File: config.mk
export PLATFORM = sky130hd
export DESIGN_NAME = tangram_scene_render
export DESIGN_NICKNAME = d
export VERILOG_FILES = /design/src/rtl/tangram_scene_render.sv
export SDC_FILE = /design/constraint.sdc
export NUM_CORES = 2
export LEC_CHECK = 0
export CAP_MARGIN = 20
export CORE_UTILIZATION = 45
export DETAILED_ROUTE_END_ITERATION = 10
export GPL_TIMING_DRIVEN = 0
export PLACE_DENSITY = 0.7
export SETUP_SLACK_MARGIN = 0.15
export SYNTH_ARGS = -nofsm -noshare
export SYNTH_HDL_FRONTEND = slang
export SYNTH_SLANG_ARGS = --single-unit
export TNS_END_PERCENT = 50
File: constraint.sdc
create_clock -name clk_40m -period 17.75 [get_ports clk_40m]
set_clock_uncertainty 0.1 [all_clocks]
set_input_delay 3.55 -clock clk_40m [delete_from_list [all_inputs] [get_ports clk_40m]]
set_output_delay 3.55 -clock clk_40m [all_outputs]
set_load 0.02 [all_outputs]
File: src/rtl/tangram_scene_render.sv
// tangram_scene_render
//   Holds NUM_PIECES tangram pieces and tests all of them against the current
//   VGA pixel in parallel. The lowest-indexed hit wins, and the result is a
//   per-pixel colour index. Piece edits go into a shadow table. The shadow
//   table is copied into the active table at a frame boundary, so the scene
//   never tears mid-frame.
//
//   Pipeline: s1 geometry/hit -> s2 priority -> s3 vidon gating (3 clocks).
//
// Ports
//   clk_40m, rst_n          pixel clock, synchronous active-low reset
//   hc, vc, vidon           current pixel and active-video flag
//   frame_start             start-of-vblank pulse (commit point)
//   cfg_we .. cfg_color     shadow-table write port
//   commit                  request shadow->active copy at next frame_start
//   commit_pending          copy requested but not yet applied
//   pix_color, pix_hit_idx  winning colour / slot, 0 when none or blanked
//   pix_valid               vidon delayed to match pix_color
module tangram_scene_render #(
  parameter int NUM_PIECES = 7,
  parameter int COORD_W    = 11,
  parameter int SIZE_W     = 10,
  parameter int COLOR_W    = 3,
  localparam int IW        = (NUM_PIECES > 1) ? $clog2(NUM_PIECES) : 1
) (
  input  logic               clk_40m,
  input  logic               rst_n,
  input  logic [COORD_W-1:0] hc,
  input  logic [COORD_W-1:0] vc,
  input  logic               vidon,
  input  logic               frame_start,
  input  logic               cfg_we,
  input  logic [IW-1:0]      cfg_idx,
  input  logic               cfg_en,
  input  logic [1:0]         cfg_shape,
  input  logic [1:0]         cfg_toward,
  input  logic [SIZE_W-1:0]  cfg_size,
  input  logic [COORD_W-1:0] cfg_px,
  input  logic [COORD_W-1:0] cfg_py,
  input  logic [COLOR_W-1:0] cfg_color,
  input  logic               commit,
  output logic               commit_pending,
  output logic [COLOR_W-1:0] pix_color,
  output logic [IW-1:0]      pix_hit_idx,
  output logic               pix_valid
);

  localparam int W = COORD_W + 3;

  // Shadow (written by cfg port) and active (read by the pixel path) tables
  logic [NUM_PIECES-1:0]              sh_en_q, ac_en_q;
  logic [NUM_PIECES-1:0][1:0]         sh_shape_q, ac_shape_q;
  logic [NUM_PIECES-1:0][1:0]         sh_tw_q, ac_tw_q;
  logic [NUM_PIECES-1:0][SIZE_W-1:0]  sh_size_q, ac_size_q;
  logic [NUM_PIECES-1:0][COORD_W-1:0] sh_px_q, ac_px_q;
  logic [NUM_PIECES-1:0][COORD_W-1:0] sh_py_q, ac_py_q;
  logic [NUM_PIECES-1:0][COLOR_W-1:0] sh_col_q, ac_col_q;

  logic pend_q, pend_d, copy;

  // A commit arriving with frame_start is applied immediately.
  assign copy   = frame_start & (pend_q | commit);
  assign pend_d = copy ? 1'b0 : (pend_q | commit);

  always_ff @(posedge clk_40m) begin
    if (!rst_n) begin
      pend_q     <= 1'b0;
      sh_en_q    <= '0;  ac_en_q    <= '0;
      sh_shape_q <= '0;  ac_shape_q <= '0;
      sh_tw_q    <= '0;  ac_tw_q    <= '0;
      sh_size_q  <= '0;  ac_size_q  <= '0;
      sh_px_q    <= '0;  ac_px_q    <= '0;
      sh_py_q    <= '0;  ac_py_q    <= '0;
      sh_col_q   <= '0;  ac_col_q   <= '0;
    end else begin
      pend_q <= pend_d;
      // Copy reads the pre-write shadow values (non-blocking semantics).
      if (copy) begin
        ac_en_q    <= sh_en_q;
        ac_shape_q <= sh_shape_q;
        ac_tw_q    <= sh_tw_q;
        ac_size_q  <= sh_size_q;
        ac_px_q    <= sh_px_q;
        ac_py_q    <= sh_py_q;
        ac_col_q   <= sh_col_q;
      end
      // Out-of-range cfg_idx matches no slot and is dropped.
      for (int i = 0; i < NUM_PIECES; i++) begin
        if (cfg_we && cfg_idx == IW'(i)) begin
          sh_en_q[i]    <= cfg_en;
          sh_shape_q[i] <= cfg_shape;
          sh_tw_q[i]    <= cfg_toward;
          sh_size_q[i]  <= cfg_size;
          sh_px_q[i]    <= cfg_px;
          sh_py_q[i]    <= cfg_py;
          sh_col_q[i]   <= cfg_color;
        end
      end
    end
  end

  assign commit_pending = pend_q;

  // Inside test for one piece; all comparisons strict, s=0 never hits.
  function automatic logic inside_f(
    input logic [1:0]         shape,
    input logic [1:0]         tw,
    input logic [SIZE_W-1:0]  size,
    input logic [COORD_W-1:0] h,
    input logic [COORD_W-1:0] v,
    input logic [COORD_W-1:0] px,
    input logic [COORD_W-1:0] py
  );
    logic signed [W-1:0] dx, dy, s, ns, s2, ns2, sm, df, rd;
    logic r;
    dx  = $signed({3'b000, h}) - $signed({3'b000, px});
    dy  = $signed({3'b000, v}) - $signed({3'b000, py});
    s   = $signed({{(W-SIZE_W){1'b0}}, size});
    ns  = -s;
    s2  = s <<< 1;
    ns2 = -s2;
    sm  = dx + dy;
    df  = dx - dy;
    rd  = dy - dx;
    r   = 1'b0;
    case (shape)
      2'b00: case (tw)
        2'd0:    r = (dy < 0) && (sm > ns) && (df < s);
        2'd1:    r = (dx > 0) && (sm < s)  && (df < s);
        2'd2:    r = (dy > 0) && (rd < s)  && (sm < s);
        default: r = (dx < 0) && (rd < s)  && (sm > ns);
      endcase
      2'b01: case (tw)
        2'd0:    r = (dx < 0) && (dy > 0) && (rd < s);
        2'd1:    r = (dx < 0) && (dy < 0) && (sm > ns);
        2'd2:    r = (dx > 0) && (dy < 0) && (df < s);
        default: r = (dx > 0) && (dy > 0) && (sm < s);
      endcase
      2'b10: case (tw)
        2'd0:    r = (dx > ns) && (dx < 0) && (rd > ns2) && (rd < 0);
        2'd1:    r = (dy > ns) && (dy < 0) && (sm > 0)   && (sm < s2);
        2'd2:    r = (dx > 0)  && (dx < s) && (rd > 0)   && (rd < s2);
        default: r = (dy > 0)  && (dy < s) && (sm > ns2) && (sm < 0);
      endcase
      default: r = (rd < s) && (rd > ns) && (sm < s) && (sm > ns);
    endcase
    return r && (size != '0);
  endfunction

  // Stage 1: hit vector; colours are captured alongside so a table copy
  // between stages cannot pair one frame's geometry with another's colour.
  logic [NUM_PIECES-1:0]              hit1_d, hit1_q;
  logic [NUM_PIECES-1:0][COLOR_W-1:0] col1_q;

  always_comb begin
    hit1_d = '0;
    for (int i = 0; i < NUM_PIECES; i++)
      hit1_d[i] = ac_en_q[i] && inside_f(ac_shape_q[i], ac_tw_q[i], ac_size_q[i],
                                         hc, vc, ac_px_q[i], ac_py_q[i]);
  end

  // Stage 2: lowest index wins (scan high to low so low overrides).
  logic [COLOR_W-1:0] col2_d, col2_q;
  logic [IW-1:0]      idx2_d, idx2_q;

  always_comb begin
    col2_d = '0;
    idx2_d = '0;
    for (int i = NUM_PIECES - 1; i >= 0; i--) begin
      if (hit1_q[i]) begin
        col2_d = col1_q[i];
        idx2_d = IW'(i);
      end
    end
  end

  // vld_pipe_q[k] is vidon delayed k+1 clocks.
  logic [2:0]         vld_pipe_q;
  logic [COLOR_W-1:0] col3_q;
  logic [IW-1:0]      idx3_q;

  always_ff @(posedge clk_40m) begin
    if (!rst_n) begin
      hit1_q     <= '0;
      col1_q     <= '0;
      col2_q     <= '0;
      idx2_q     <= '0;
      col3_q     <= '0;
      idx3_q     <= '0;
      vld_pipe_q <= '0;
    end else begin
      hit1_q     <= hit1_d;
      col1_q     <= ac_col_q;
      col2_q     <= col2_d;
      idx2_q     <= idx2_d;
      col3_q     <= vld_pipe_q[1] ? col2_q : '0;
      idx3_q     <= vld_pipe_q[1] ? idx2_q : '0;
      vld_pipe_q <= {vld_pipe_q[1:0], vidon};
    end
  end

  assign pix_color   = col3_q;
  assign pix_hit_idx = idx3_q;
  assign pix_valid   = vld_pipe_q[2];

endmodule

## Word level (Yosys, flattened, before mapping)

Cells that the tools add are included.

- Add/subtract/negate cells: 49
- $mul: 0
- Divide/modulo/power cells: 0
- Order comparisons: 147
- Equal/unequal tests: 34
- Shift-type cells: 0
- Mux-type cells: 41
- Bitwise gates (word level): 3
- Reductions and logical operators: 265

Operator list:

| cell | count |
|---|---|
| 13-bit by 14-bit > comparator with 1-bit output | 28 |
| 13-bit by 11-bit less-than comparator with 1-bit output | 21 |
| 1-bit logical AND | 238 |
| 12-bit by 14-bit > comparator with 1-bit output | 14 |
| 13-bit by 1-bit > comparator with 1-bit output (second input constant) | 14 |
| 13-bit by 1-bit less-than comparator with 1-bit output (second input constant) | 14 |
| 13-bit by 12-bit less-than comparator with 1-bit output | 14 |
| 12-bit by 12-bit subtractor with 13-bit output | 14 |
| 12-bit by 1-bit > comparator with 1-bit output (second input constant) | 14 |
| 12-bit by 1-bit less-than comparator with 1-bit output (second input constant) | 14 |
| 12-bit by 11-bit less-than comparator with 1-bit output | 14 |
| 11-bit by 11-bit subtractor with 12-bit output | 14 |
| 10-bit negation with 14-bit output | 7 |
| 11-bit negation with 14-bit output | 7 |
| 12-bit by 12-bit adder with 13-bit output | 7 |
| 1-bit one-hot mux with 3 select lines | 28 |
| 10-bit nonzero test | 7 |
| 3-bit two-way mux | 10 |
| 2-bit by 1-bit equality test with 1-bit output (second input constant) | 14 |
| 2-bit equality test (second input constant) | 14 |
| 2-bit logical NOT | 14 |
| 3-bit equality test (second input constant) | 3 |
| 3-bit by 2-bit equality test with 1-bit output (second input constant) | 2 |
| 5-bit OR reduction | 1 |
| other kinds (10) | 12 |

- Register bits: 604
- Bits in latches: 0
- Bits in writable memories: 0
- Bits in read-only memories: 0
- Bits of input ports: 71
- Output and inout bits: 8
- Word-level logic and storage cells: 647
- Memories: 0

## Depth between registers and ports, before layout

- Depth after elaboration: 9
- Mapped depth: 30
- Depth with buffers taken out: 29

## Least setup slack after synthesis

No wires, ideal clock.

- Path kind: input port to flip-flop
- From: input hc[0]
- To: register hit1_q[5]
- Library setup time: 0.075 ns
- Arrival: 9.291 ns
- Slack: 8.284 ns
- Stages: 29
- Buffers on the path: 1
- Cell sequence: inv_1 > ha_1 > inv_1 > fa_1 > a211oi_1 > o21bai_1 > o21ai_0 > a21oi_1 > or4b_2 > and3_1 > inv_1 > ha_1 > clkbuf_1 > or2_2 > nor2_1 > a2111oi_0 > o21ai_0 > a32o_1 > or2_2 > inv_1 > ha_1 > nand4_1 > nor4_1 > or4_1 > a211oi_1 > nand4_1 > nand4b_1 > o221ai_1 > o22ai_1

- Cells in the longest elaborated chain, start to end: 9

Ends and longest elaborated chain:

| element | RTL line | source |
|---|---|---|
| start: declaration | 28 | `input logic [COORD_W-1:0] hc,` |
| 11-bit by 11-bit subtractor with 12-bit output * | 116 | `dx = $signed({3'b000, h}) - $signed({3'b000, px});` |
| 12-bit by 12-bit adder with 13-bit output (tied with other cells) | 122 | `sm = dx + dy;` |
| 13-bit by 14-bit > comparator with 1-bit output (tied with other cells) | 143 | `default: r = (dy > 0) && (dy < s) && (sm > ns2) && (sm < 0);` |
| 1-bit logical AND (tied with other cells) (2 in series) | 143 |  |
| 1-bit one-hot mux with 3 select lines (tied with other cells) | 139 | `2'b10: case (tw)` |
| 1-bit one-hot mux with 3 select lines * | 126 | `case (shape)` |
| 1-bit logical AND * | 147 | `return r && (size != '0);` |
| 1-bit logical AND * | 158 | `hit1_d[i] = ac_en_q[i] && inside_f(ac_shape_q[i], ac_tw_q[i], ac_size_q[i],` |
| end signal: assignment | 192 | `hit1_q <= hit1_d;` |
| end: declaration | 152 | `logic [NUM_PIECES-1:0] hit1_d, hit1_q;` |

Every way passes the cells marked *; elsewhere a longest branch is shown, timed or not.
A chain may end at the register's enable or synchronous reset.

## Final worst setup path

- From: input hc[0]
- To: register hit1_q[4]

The elaborated chain is that of the path after synthesis.

==> report_table.html <==
<table>
<tr><th>Metric</th><th>Value</th></tr>
<tr><th colspan="2">Cells and area</th></tr>
<tr><td>Most common library cell in the layout ignoring fill and taps</td><td>sky130_fd_sc_hd__ha_1</td></tr>
<tr><td>Signed area change from the synthesized netlist to the final layout</td><td>8.96%</td></tr>
<tr><td>Final standard cell utilization of the core</td><td>49.4%</td></tr>
<tr><td>NumNets Final</td><td>10100</td></tr>
<tr><td># fillers</td><td>14200</td></tr>
<tr><td>Finished Layout Cells</td><td>10600</td></tr>
<tr><td>Most frequent cells in the layout</td><td>sky130_fd_sc_hd__ha_1, sky130_fd_sc_hd__nand2_1, sky130_fd_sc_hd__inv_1</td></tr>
<tr><td>Layout cells sized above 1</td><td>2.73%</td></tr>
<tr><td>Layout Cell Area excl Fill</td><td>0.0720 mm2</td></tr>
<tr><th colspan="2">Floorplan</th></tr>
<tr><td>Row count</td><td>140</td></tr>
<tr><td>Vertical die dimension</td><td>385 um</td></tr>
<tr><td>Starting density of the core</td><td>between 40% and 50%</td></tr>
<tr><td>DIE WIDTH</td><td>385 um</td></tr>
<tr><td>Area of the core region</td><td>0.146 mm2</td></tr>
<tr><td>Count of boundary I/O pins</td><td>79</td></tr>
<tr><td>Die Outline Area</td><td>0.148 mm2</td></tr>
<tr><th colspan="2">STA</th></tr>
<tr><td>Setup TNS</td><td>0 ns</td></tr>
<tr><td>Post-layout worst setup margin</td><td>6.07 ns</td></tr>
<tr><td>Max-slew violation count</td><td>0</td></tr>
<tr><td>Share of the cycle needed by the critical path after routing</td><td>65.8%</td></tr>
<tr><td>FMAX</td><td>85.6 MHz</td></tr>
<tr><td>Max-Slew Margin vs Limit</td><td>11.6%</td></tr>
<tr><td>Worst Tran Pin Value</td><td>1.32 ns</td></tr>
<tr><td>Shortest period the worst path allows</td><td>11.68 ns</td></tr>
<tr><td>Final hold violation count</td><td>0</td></tr>
<tr><td>Total of endpoints with negative setup slack in the final report</td><td>0</td></tr>
<tr><td>Unrepaired setup endpoints after global routing</td><td>false</td></tr>
<tr><th colspan="2">GRT</th></tr>
<tr><td>Global routing usage summed across all routing layers</td><td>32.5%</td></tr>
<tr><td>Wire length of the first global-routing pass</td><td>roughly 370000 um</td></tr>
<tr><td>Pin count of the biggest net entering global routing</td><td>18</td></tr>
<tr><td>Gr ovfl total</td><td>0</td></tr>
<tr><td>Number of antenna violations at the first check in global routing</td><td>32</td></tr>
<tr><td>Via count of the first global-routing pass</td><td>61200</td></tr>
<tr><th colspan="2">Synthesis</th></tr>
<tr><td>Netlist Area Pre-Place</td><td>roughly 0.066 mm2</td></tr>
<tr><td>Mean Syn Cell Area</td><td>7.86 um2</td></tr>
<tr><td>Share of synthesized registers carrying an async set or reset</td><td>0%</td></tr>
<tr><td>YS warnings</td><td>0</td></tr>
<tr><td>Synthesized netlist net count</td><td>9918</td></tr>
<tr><td>Sequential cell area fraction in the yosys report</td><td>a little under a fifth</td></tr>
<tr><td>FF+latch count, synth</td><td>604</td></tr>
<tr><td>Unique masters post-synth</td><td>112</td></tr>
<tr><td>Post-synthesis mux area share</td><td>0.172%</td></tr>
<tr><td>Leading register cell type out of synthesis</td><td>sky130_fd_sc_hd__dfxtp_1</td></tr>
<tr><td>Post-synthesis instance total</td><td>8412</td></tr>
<tr><td>Main combinational cell family by area after synthesis</td><td>adder cells</td></tr>
<tr><td>Post-synthesis simple-gate area fraction</td><td>19.7%</td></tr>
<tr><td>Xor/xnor cell area share of the yosys netlist</td><td>4.86%</td></tr>
<tr><td>Share of the synthesized area in compound gates (AO/OA/AOI/OAI)</td><td>24.1%</td></tr>
<tr><td>Post-Synth Adder-Cell Area</td><td>27.6%</td></tr>
<tr><td>Number of synthesized flops with an enable pin</td><td>0</td></tr>
<tr><th colspan="2">Placed design</th></tr>
<tr><td>Placer's final routability congestion estimate</td><td>approximately 1.0</td></tr>
<tr><td>Cell count after placement</td><td>10400</td></tr>
<tr><td>Setup slack at placement</td><td>between 5 and 6 ns</td></tr>
<tr><td>HPWL after DPL</td><td>199000 um</td></tr>
<tr><td>Instance area after placement</td><td>roughly 0.070 mm2</td></tr>
<tr><td>Buffers on Ports</td><td>77</td></tr>
<tr><th colspan="2">Setup path</th></tr>
<tr><td>Stages on the worst setup path</td><td>26</td></tr>
<tr><td>Cell count of the worst reg-to-reg path</td><td>23</td></tr>
<tr><td>Type of element capturing the critical path</td><td>flip-flop</td></tr>
<tr><td>Cell type of the slowest stage on the worst timing path</td><td>sky130_fd_sc_hd__o31ai_1</td></tr>
<tr><td>Delay of the slowest critical-path stage</td><td>~0.76 ns</td></tr>
<tr><td>Gate family responsible for the most delay along the worst path</td><td>compound AO/OA/AOI/OAI gates</td></tr>
<tr><td>Classification of the worst setup path</td><td>in2reg</td></tr>
<tr><td>Data arrival time of the critical path</td><td>approximately 12 ns</td></tr>
<tr><td>Nature of the critical path startpoint</td><td>primary input</td></tr>
<tr><td>Buf/Inv on CP</td><td>6</td></tr>
<tr><td>Maximum fanout encountered on the critical timing path</td><td>8</td></tr>
<tr><td>Required time worst endpoint</td><td>18.16 ns</td></tr>
<tr><th colspan="2">Route</th></tr>
<tr><td>WL per Instance</td><td>23.6 um</td></tr>
<tr><td>Vias/cell</td><td>6.14</td></tr>
<tr><td>Remaining number of nets flagged by the antenna check after routing</td><td>0</td></tr>
<tr><td>Drt initial violations</td><td>around 6700</td></tr>
<tr><td>Vias after detailed routing</td><td>between 60000 and 70000</td></tr>
<tr><td>Drt pass-1 iters</td><td>9</td></tr>
<tr><td>Number of remaining DRC errors</td><td>0</td></tr>
<tr><td>Final wirelength</td><td>249000 um</td></tr>
<tr><th colspan="2">Hold path</th></tr>
<tr><td>Number of instances on the worst hold path</td><td>1</td></tr>
<tr><td>Hold WC Path Type</td><td>reg2reg</td></tr>
<tr><th colspan="2">Clock network</th></tr>
<tr><td>PostCTS Resize Cnt</td><td>0</td></tr>
<tr><td>Number of buffers created by CTS</td><td>61</td></tr>
<tr><td>Hold Buf Count CTS</td><td>0</td></tr>
<tr><td>Root buf cell</td><td>sky130_fd_sc_hd__clkbuf_16</td></tr>
<tr><td>CTS tree</td><td>built</td></tr>
<tr><td>Number of clock sinks</td><td>between 600 and 700</td></tr>
<tr><td>Clock latency on the worst-skew pair</td><td>0.69 ns</td></tr>
<tr><td>Bufs on Longest Clock Path</td><td>3</td></tr>
<tr><td>Number of post-CTS setup repair buffers</td><td>0</td></tr>
<tr><td>Clk pin slew, worst setup/hold paths</td><td>approximately 0.070 ns</td></tr>
<tr><td>Deepest level of the CTS H-tree</td><td>2</td></tr>
<tr><th colspan="2">Run status</th></tr>
<tr><td>Result of the run</td><td>complete, no violations</td></tr>
<tr><th colspan="2">Power and ir drop</th></tr>
<tr><td>Power per unit of standard cell area</td><td>~93 mW/mm2</td></tr>
<tr><td>Leak</td><td>~29 nW</td></tr>
<tr><td>Worst voltage drop across the vdd grid</td><td>0.0000785 V</td></tr>
<tr><th colspan="2">Flow run</th></tr>
<tr><td>Maximum capacitance violations</td><td>0</td></tr>
</table>
metrics by stage:
| stage | power (mW) | hold slack (ns) |
|---|---|---|
| 2_1_floorplan | 4.06 | 0.312 |
| 3_3_place_gp | 4.99 | 0.314 |
| 3_5_place_dp | 5.12 | 0.330 |
| 4_1_cts | 6.56 | 0.330 |
| 5_1_grt | 7.13 | 0.350 |
| 6_report | 6.66 | 0.318 |
layer usage:
metal | share of wire [%] | track usage (%)
met2 | 42 | 50.0
met3 | 10 | 6.72
met5 | 0.079 | 0
met1 | 41 | 42.4
met4 | 6.0 | 17.2
worst reg2reg max path: cells and delay by family (launching register included):
family / cells / cell delay (ns)
xor+xnor: 1 / 0.55
compound gates: 10 / 3.99
fa+ha+maj: 4 / 1.44
simple gates: 5 / 0.76
buf+inv: 3 / 0.60
flops: 1 / 0.39
where the power goes:
part / total [mW] / internal, mW / switching (mW)
registers: 1.39 / 1.37 / 0.0126
logic: 3.83 / 1.48 / 2.34
clock network: 1.45 / 0.860 / 0.588
synth_stat cells (all sizes together), types with 31 or more instances:
cell | count | area (um2)
ha | 1400 | 17500
nand2 | 1342 | 5040
inv | 642 | 2410
dfxtp | 604 | 12100
a21boi | 573 | 4310
a21oi | 470 | 2380
nor2 | 361 | 1360
o21ai | 321 | 1610
xnor2 | 253 | 2260
clkbuf | 250 | 938
a21o | 198 | 1490
o21a | 169 | 1270
nor2b | 168 | 1050
nor3 | 143 | 721
nand3 | 141 | 706
nand4 | 137 | 857
nand2b | 104 | 651
xor2 | 99 | 905
nor4 | 75 | 488
a211oi | 67 | 513
and2 | 55 | 345
o21bai | 53 | 398
a31oi | 50 | 319
o31ai | 48 | 375
o211ai | 46 | 350
a2111oi | 41 | 379
o2111ai | 38 | 333
or4 | 38 | 285
fa | 35 | 701
and3 | 32 | 200
or3 | 31 | 194
registers in the layout (all words and copies together) (netlist names), 7 cells and up:
register    cells
sh_size_q      70
ac_tw_q        14
ac_py_q        77
col1_q         21
sh_shape_q     14
sh_py_q        77
ac_shape_q     14
sh_en_q         7
ac_col_q       21
ac_en_q         7
sh_px_q        77
sh_col_q       21
ac_px_q        77
hit1_q          7
ac_size_q      70
sh_tw_q        14
logic make-up (layout without fill, tap and decap cells):
| kind of cell | after synthesis | in the layout |
|---|---|---|
| XOR/XNOR | 354 | 354 |
| multiplexers | 11 | 11 |
| AO/OA/AOI/OAI | 2320 | 2320 |
| AND/OR/NAND/NOR | 2763 | 2763 |
| adder cells (fa/ha/maj) | 1439 | 1439 |
| flip-flops | 604 | 604 |
| buffers and inverters | 921 | 1139 |
| other | 0 | 16 |
cell type report:
type	count	area (um2)	area share, %
multi-input cells	6887	50500	70.2
flip-flops and latches	604	12100	16.8
inverters	646	2420	3.37
well taps	1917	2400	3.33
clock buffers	87	1790	2.48
repair buffers	109	1250	1.74
plain buffers	275	1040	1.45
clock inverters	22	444	0.617
diodes	16	40.0	0.0556
final timing paths:
| kind | startpoint | to | slack, ns |
|---|---|---|---|
| hold reg to reg | ac_col_q[2] | col1_q[2] | 0.32 |
| setup reg to reg | ac_px_q[44] | hit1_q[4] | 9.73 |
| hold / removal | ac_col_q[2] | col1_q[2] | 0.32 |
| setup / recovery | hc[0] | hit1_q[4] | 6.07 |
(Power assumes the default switching activity.)
